$ cat src/rtl/apu_dma_arbiter_pkg.sv
// Shared types and constants for the APU DMA arbiter: controller state encoding,
// the OAM data port address and the fixed stall-cycle lengths.
package apu_dma_arbiter_pkg;

   typedef enum logic [2:0] {
      ST_IDLE  = 3'd0,
      ST_HALT  = 3'd1,
      ST_DUMMY = 3'd2,
      ST_ALIGN = 3'd3,
      ST_GET   = 3'd4,
      ST_PUT   = 3'd5
   } dma_state_e;

   localparam logic [15:0] OAM_PORT_ADDR = 16'h2004;

   // Length of the halt handshake and of the get/put phase alignment, in CPU cycles.
   localparam int unsigned HALT_CYCLES  = 1;
   localparam int unsigned ALIGN_CYCLES = 1;

endpackage

$ cat src/rtl/apu_dma_spr_addr.sv
// Sprite DMA source address generator: latched page plus an 8-bit byte index
// that wraps 255->0 at the end of a transfer.
module apu_dma_spr_addr (
   input  logic        CLK,
   input  logic        n_RES,
   input  logic        load_i,
   input  logic [7:0]  page_i,
   input  logic        inc_i,
   output logic [15:0] addr_o,
   output logic        last_o
);

   logic [7:0] page_q;
   logic [7:0] idx_q;

   always_ff @(posedge CLK or negedge n_RES) begin
      if (!n_RES) begin
         page_q <= 8'h00;
         idx_q  <= 8'h00;
      end else if (load_i) begin
         page_q <= page_i;
         idx_q  <= 8'h00;
      end else if (inc_i) begin
         idx_q  <= idx_q + 8'd1;
      end
   end

   assign addr_o = {page_q, idx_q};
   assign last_o = (idx_q == 8'hFF);

endmodule

$ cat src/rtl/apu_dma_arbiter.sv
// APU DMA arbiter: steals CPU read cycles for DPCM sample fetches and, when
// APU_SPRDMA_EN is defined, for the 256-byte sprite (OAM) DMA started by $4014.
module apu_dma_arbiter
   import apu_dma_arbiter_pkg::*;
(
   input  logic        CLK,
   input  logic        n_RES,
   input  logic        CE,
   input  logic        ACLK1,
   input  logic        RnW,
   input  logic        W4014,
   input  logic [7:0]  DB,
   input  logic        DMC_REQ,
   input  logic [15:0] DMC_ADDR,
   output logic        DMC_ACK,
   output logic        RDY,
   output logic [15:0] ADDR,
   output logic        ADDR_EN,
   output logic        RD,
   output logic        W2004,
   output logic [7:0]  SPR_DATA
);

   dma_state_e  state_q, state_d;
   logic        spr_pend_q, spr_pend_d;
   logic        dmc_pend_q, dmc_pend_d;
   logic        put_spr_q, put_spr_d;
   logic        spr_start;
   logic        spr_inc;
   logic        spr_last;
   logic [15:0] spr_addr;

`ifdef APU_SPRDMA_EN
   logic [7:0] spr_data_q;

   // A second $4014 write while a transfer is still pending is dropped.
   assign spr_start = W4014 && !spr_pend_q;

   always_ff @(posedge CLK or negedge n_RES) begin
      if (!n_RES) begin
         spr_data_q <= 8'h00;
      end else if (CE && (state_q == ST_GET) && !dmc_pend_q) begin
         spr_data_q <= DB;
      end
   end

   assign SPR_DATA = spr_data_q;
`else
   logic unused_spr;

   assign spr_start  = 1'b0;
   assign unused_spr = ^{W4014, DB};
   assign SPR_DATA   = 8'h00;
`endif

   apu_dma_spr_addr u_spr_addr (
      .CLK    (CLK),
      .n_RES  (n_RES),
      .load_i (CE && spr_start),
      .page_i (DB),
      .inc_i  (spr_inc),
      .addr_o (spr_addr),
      .last_o (spr_last)
   );

   always_ff @(posedge CLK or negedge n_RES) begin
      if (!n_RES) begin
         state_q    <= ST_IDLE;
         spr_pend_q <= 1'b0;
         dmc_pend_q <= 1'b0;
         put_spr_q  <= 1'b0;
      end else begin
         state_q    <= state_d;
         spr_pend_q <= spr_pend_d;
         dmc_pend_q <= dmc_pend_d;
         put_spr_q  <= put_spr_d;
      end
   end

   always_comb begin
      state_d    = state_q;
      spr_pend_d = spr_pend_q;
      dmc_pend_d = dmc_pend_q;
      put_spr_d  = put_spr_q;
      spr_inc    = 1'b0;
      if (CE) begin
         if (spr_start) spr_pend_d = 1'b1;
         if (DMC_REQ)   dmc_pend_d = 1'b1;
         case (state_q)
            ST_IDLE: begin
               if (spr_pend_d || dmc_pend_d) state_d = ST_HALT;
            end
            ST_HALT: begin
               // Only a CPU read cycle may be stolen.
               if (RnW) begin
                  if (spr_pend_d) state_d = ACLK1 ? ST_GET : ST_ALIGN;
                  else            state_d = ST_DUMMY;
               end
            end
            ST_DUMMY: state_d = ACLK1 ? ST_GET : ST_ALIGN;
            ST_ALIGN: state_d = ST_GET;
            ST_GET: begin
               put_spr_d = !dmc_pend_q;
               // The acknowledge cycle's own request level is not a new request.
               if (dmc_pend_q) dmc_pend_d = 1'b0;
               state_d = spr_pend_d ? ST_PUT : ST_IDLE;
            end
            ST_PUT: begin
               if (put_spr_q) begin
                  spr_inc = 1'b1;
                  if (spr_last) spr_pend_d = 1'b0;
               end
               state_d = (spr_pend_d || dmc_pend_d) ? ST_GET : ST_IDLE;
            end
            default: state_d = ST_IDLE;
         endcase
      end
   end

   always_comb begin
      RDY     = (state_q == ST_IDLE);
      ADDR    = 16'h0000;
      ADDR_EN = 1'b0;
      RD      = 1'b0;
      W2004   = 1'b0;
      DMC_ACK = 1'b0;
      case (state_q)
         ST_GET: begin
            RD      = 1'b1;
            ADDR_EN = 1'b1;
            if (dmc_pend_q) begin
               ADDR    = DMC_ADDR;
               DMC_ACK = 1'b1;
            end else begin
               ADDR    = spr_addr;
            end
         end
         ST_PUT: begin
            // A put following a DPCM get is an idle bus cycle.
            if (put_spr_q) begin
               W2004   = 1'b1;
               ADDR    = OAM_PORT_ADDR;
               ADDR_EN = 1'b1;
            end
         end
         default: ;
      endcase
   end

endmodule

$ cat config.mk
export PLATFORM = sky130hd
export DESIGN_NAME = apu_dma_arbiter
export DESIGN_NICKNAME = d
export VERILOG_FILES = /design/src/rtl/apu_dma_arbiter_pkg.sv /design/src/rtl/apu_dma_spr_addr.sv /design/src/rtl/apu_dma_arbiter.sv
export SDC_FILE = /design/constraint.sdc
export NUM_CORES = 1
export LEC_CHECK = 0
export ABC_AREA = 1
export BUFFER_PORTS_ARGS = -buffer_cell sky130_fd_sc_hd__buf_4
export CORE_MARGIN = 3
export CORE_UTILIZATION = 45
export CTS_BUF_LIST = sky130_fd_sc_hd__clkbuf_4
export DETAILED_ROUTE_END_ITERATION = 10
export PLACE_DENSITY = 0.82
export SETUP_SLACK_MARGIN = 0.4
export SYNTH_ARGS = -nofsm -noshare
export SYNTH_HDL_FRONTEND = slang
export SYNTH_SLANG_ARGS = --single-unit
$ cat constraint.sdc
create_clock -name CLK -period 2 [get_ports CLK]
set_input_delay 0.6 -clock CLK [delete_from_list [all_inputs] [get_ports CLK]]
set_output_delay 0.6 -clock CLK [all_outputs]
set_load 0.02 [all_outputs]
==> impl_results.md <==
* Run status: finished, violations left
* Failing checks: negative setup slack
* Dpl hpwl at 2240 um
* Leak at 0.863 nW
* Synth warn at 0
* Hold WC Path Type: input pin to asynchronous set/reset pin
* Starting Density at 50.7%
* GRT overflow at 0
* TritonCTS buffer count at 3
* Clk buf depth at 2
* Fin. Hold Viols at 0
* Clk_lat worst skew at 0.29 ns
* Syn_area_per_cell at 6.47 um2
* Critical path buffers and inverters at 2
* Vias in the first global route at 1,118
* Design area at 1720 um2
* Final Skew at 0.00593 ns
* Tot GR Track Use at 23.4%
* Mapped Area at 1050 um2
* Period utilization at 103%
* Die area at 2960 um2
* Fmax at 485 MHz
* Crit end category: output pin
* Die Span Y at 54.4 um
* Nets at 251
* Area grow syn2layout at 62.6%
* Pwr dens at 1310 nW/um2
* Delay-heaviest family, CP: flip-flops
* Yosys reg bits at 14
* Placed cell areas at 1490 um2
* Cells along the critical path: clkinvlp_2, nor2_4, nand2_2, nand2_2, buf_6
* Slowest CP cell: dfrtp_2
* WL final at 3590 um
* Top cell type by total area after synthesis: dfrtp_1
* DR vias/cell at 5.30
* Drt pass-1 iters at 4
* Die X at 54.4 um
* H-tree depth at 1
* Port buffer count at 42
* Worst-path fanout max at 4
* Final Max Tran Viols at 0
* Largest net degree at the start of global routing at 18
* Cells after synthesis at 163
* CTS tree: built
* Worst Path Arrival at 1.46 ns
* Sum Neg Setup Slack at -0.148 ns
* Routed len/inst at 14.7 um
* Clock-pin slew on the worst setup and hold paths at 0.09 ns
* # IOs at 60
* Clk sinks at 14
* Routed Antenna Nets at 0
* Rows at 16
* Core ar. at 2080 um2
* Post-layout util at 82.4%
* Critical Path RT at 1.40 ns
* Critical path class: flop to output pin
* Delay of the slowest cell on the worst path at 0.43 ns
* Hold_buf cts at 0
* First-pass GRT wire length at 5020 um
* # diodes at 0
* Filler cell count in the final layout at 131
* Minimum clock period at 2.06 ns
* PnR worst setup slack at -0.0636 ns
* Area contributors post-synth: dfrtp_1 33%, nand2_1 21%, nor2_1 6.8%, inv_1 6.0%, buf_4 5.7%
* Yosys cell types at 23
* Max IR drop VDD at 0.899 mV
* Via count at 1,293
* MaxCap Viol Count at 0
* Fin cells at 244
* Cell mode on critical path: nand2_2
* Initial antenna violation count at 0
* Root buffer cell: clkbuf_4
* DRC Markers at 0
* Synth top area share at 33.2%
* Pwr Total at 2.25 mW
* DP Cell Count at 229
* 1st-iter DRT viols at 25
* Share of cells above drive strength 1 at 42.9%
* Critical path launch point type: flop
* GP Congestion at 0.812
* Unrepaired setup endpoints after global routing: yes
* Final setup vio count at 13
* Register area share after synthesis at 33.2%
## cell usage after synthesis (all sizes together)
cell,instances
a21oi,9
a41oi,1
buf,12
clkbuf,1
clkinv,1
conb,1
dfrtp,14
ha,1
inv,17
nand2,59
nand3,9
nand3b,1
nand4,3
nor2,20
nor3,3
o21ai,6
xnor2,2
xor2,3
## cells by family (layout without fill, tap and decap cells)
kind of cell | after synthesis | in the layout | synth area share (%)
and+or+nand+nor | 95 | 95 | 38.7
other | 1 | 8 | 0.356
DFF | 14 | 14 | 33.2
buffers and inverters | 31 | 78 | 14.5
xor gates and xnor gates | 5 | 5 | 4.15
AOI/OAI and AO/OA | 16 | 16 | 7.95
adders and majority gates | 1 | 1 | 1.19
## layer usage
layer | track usage, % | vias up | part of all wire [%]
met5 | 0 | - | 0
met2 | 42.2 | 47 | 53
met3 | 4.09 | 14 | 5.3
li1 | - | 605 | -
met1 | 27.2 | 627 | 38
met4 | 8.71 | 0 | 3.3
## timing repair
action                                  in CTS  in global routing
gates cloned                                 0                  1
pin swaps                                    3                  4
resized for setup                           15                 10
endpoints found under the setup margin      21                 22
setup buffers                                9                  2
## placed cells by master (no fill, tap or decap), drive strengths merged
cell,count
clkinv,1
nor3,3
nand3b,1
xnor2,2
nand2,59
buf,56
clkinvlp,2
nand4,3
inv,16
ha,1
clkbuf,3
xor2,3
a21oi,9
conb,8
nor2,20
nand3,9
o21ai,6
dfrtp,14
a41oi,1
## layout make-up
cell class	instances	area, um2	share of cell area, %
inverters	18	72.6	4.23
flip-flops and latches	14	354	20.6
clock buffers	3	22.5	1.31
repair inverters	1	5.00	0.292
multi-input cells	125	729	42.5
repair buffers	56	498	29.0
well taps	27	33.8	1.97
## worst reg2reg max path: stages (launching register included)
cell and delay, ns:
dfrtp_2 0.45, buf_6 0.18, nor3_1 0.28, nand2_1 0.10
nand2_1 0.12, nor2_1 0.09, nand2_1 0.08, o21ai_0 0.07
## worst paths after layout
kind,start,endpoint,slack [ns],cells past startpoint
worst max-delay path,dmc_pend_q,ADDR[13],-0.06,5
worst min-delay path,n_RES,u_spr_addr.idx_q[3],0.14,1
worst max register to register,dmc_pend_q,state_q[1],0.51,7
worst min register to register,u_spr_addr.idx_q[4],u_spr_addr.idx_q[4],0.53,1
max in group asynchronous,n_RES,state_q[1],1.66,1
min in group CLK,u_spr_addr.idx_q[4],u_spr_addr.idx_q[4],0.53,1
## stage by stage
stage	hold WS (ns)	setup slack [ns]
after floorplan	0.304	0.303
after global placement	0.457	0.177
after detailed placement	0.462	0.158
after CTS	0.146	0.0108
after global routing	0.136	-0.0801
final	0.142	-0.0636
## power breakdown
part           internal [mW]  switching [mW]
clock                 0.0702          0.0976
sequential             0.382           0.116
combinational          0.663           0.920
total                   1.11            1.13
## state kept, by name, indices dropped and copies added, names as in the netlist
| register | flops |
|---|---|
| state_q | 3 |
| put_spr_q | 1 |
| dmc_pend_q | 1 |
| spr_pend_q | 1 |
| u_spr_addr.idx_q | 8 |
No activity file was read; power rests on OpenSTA's default activity.
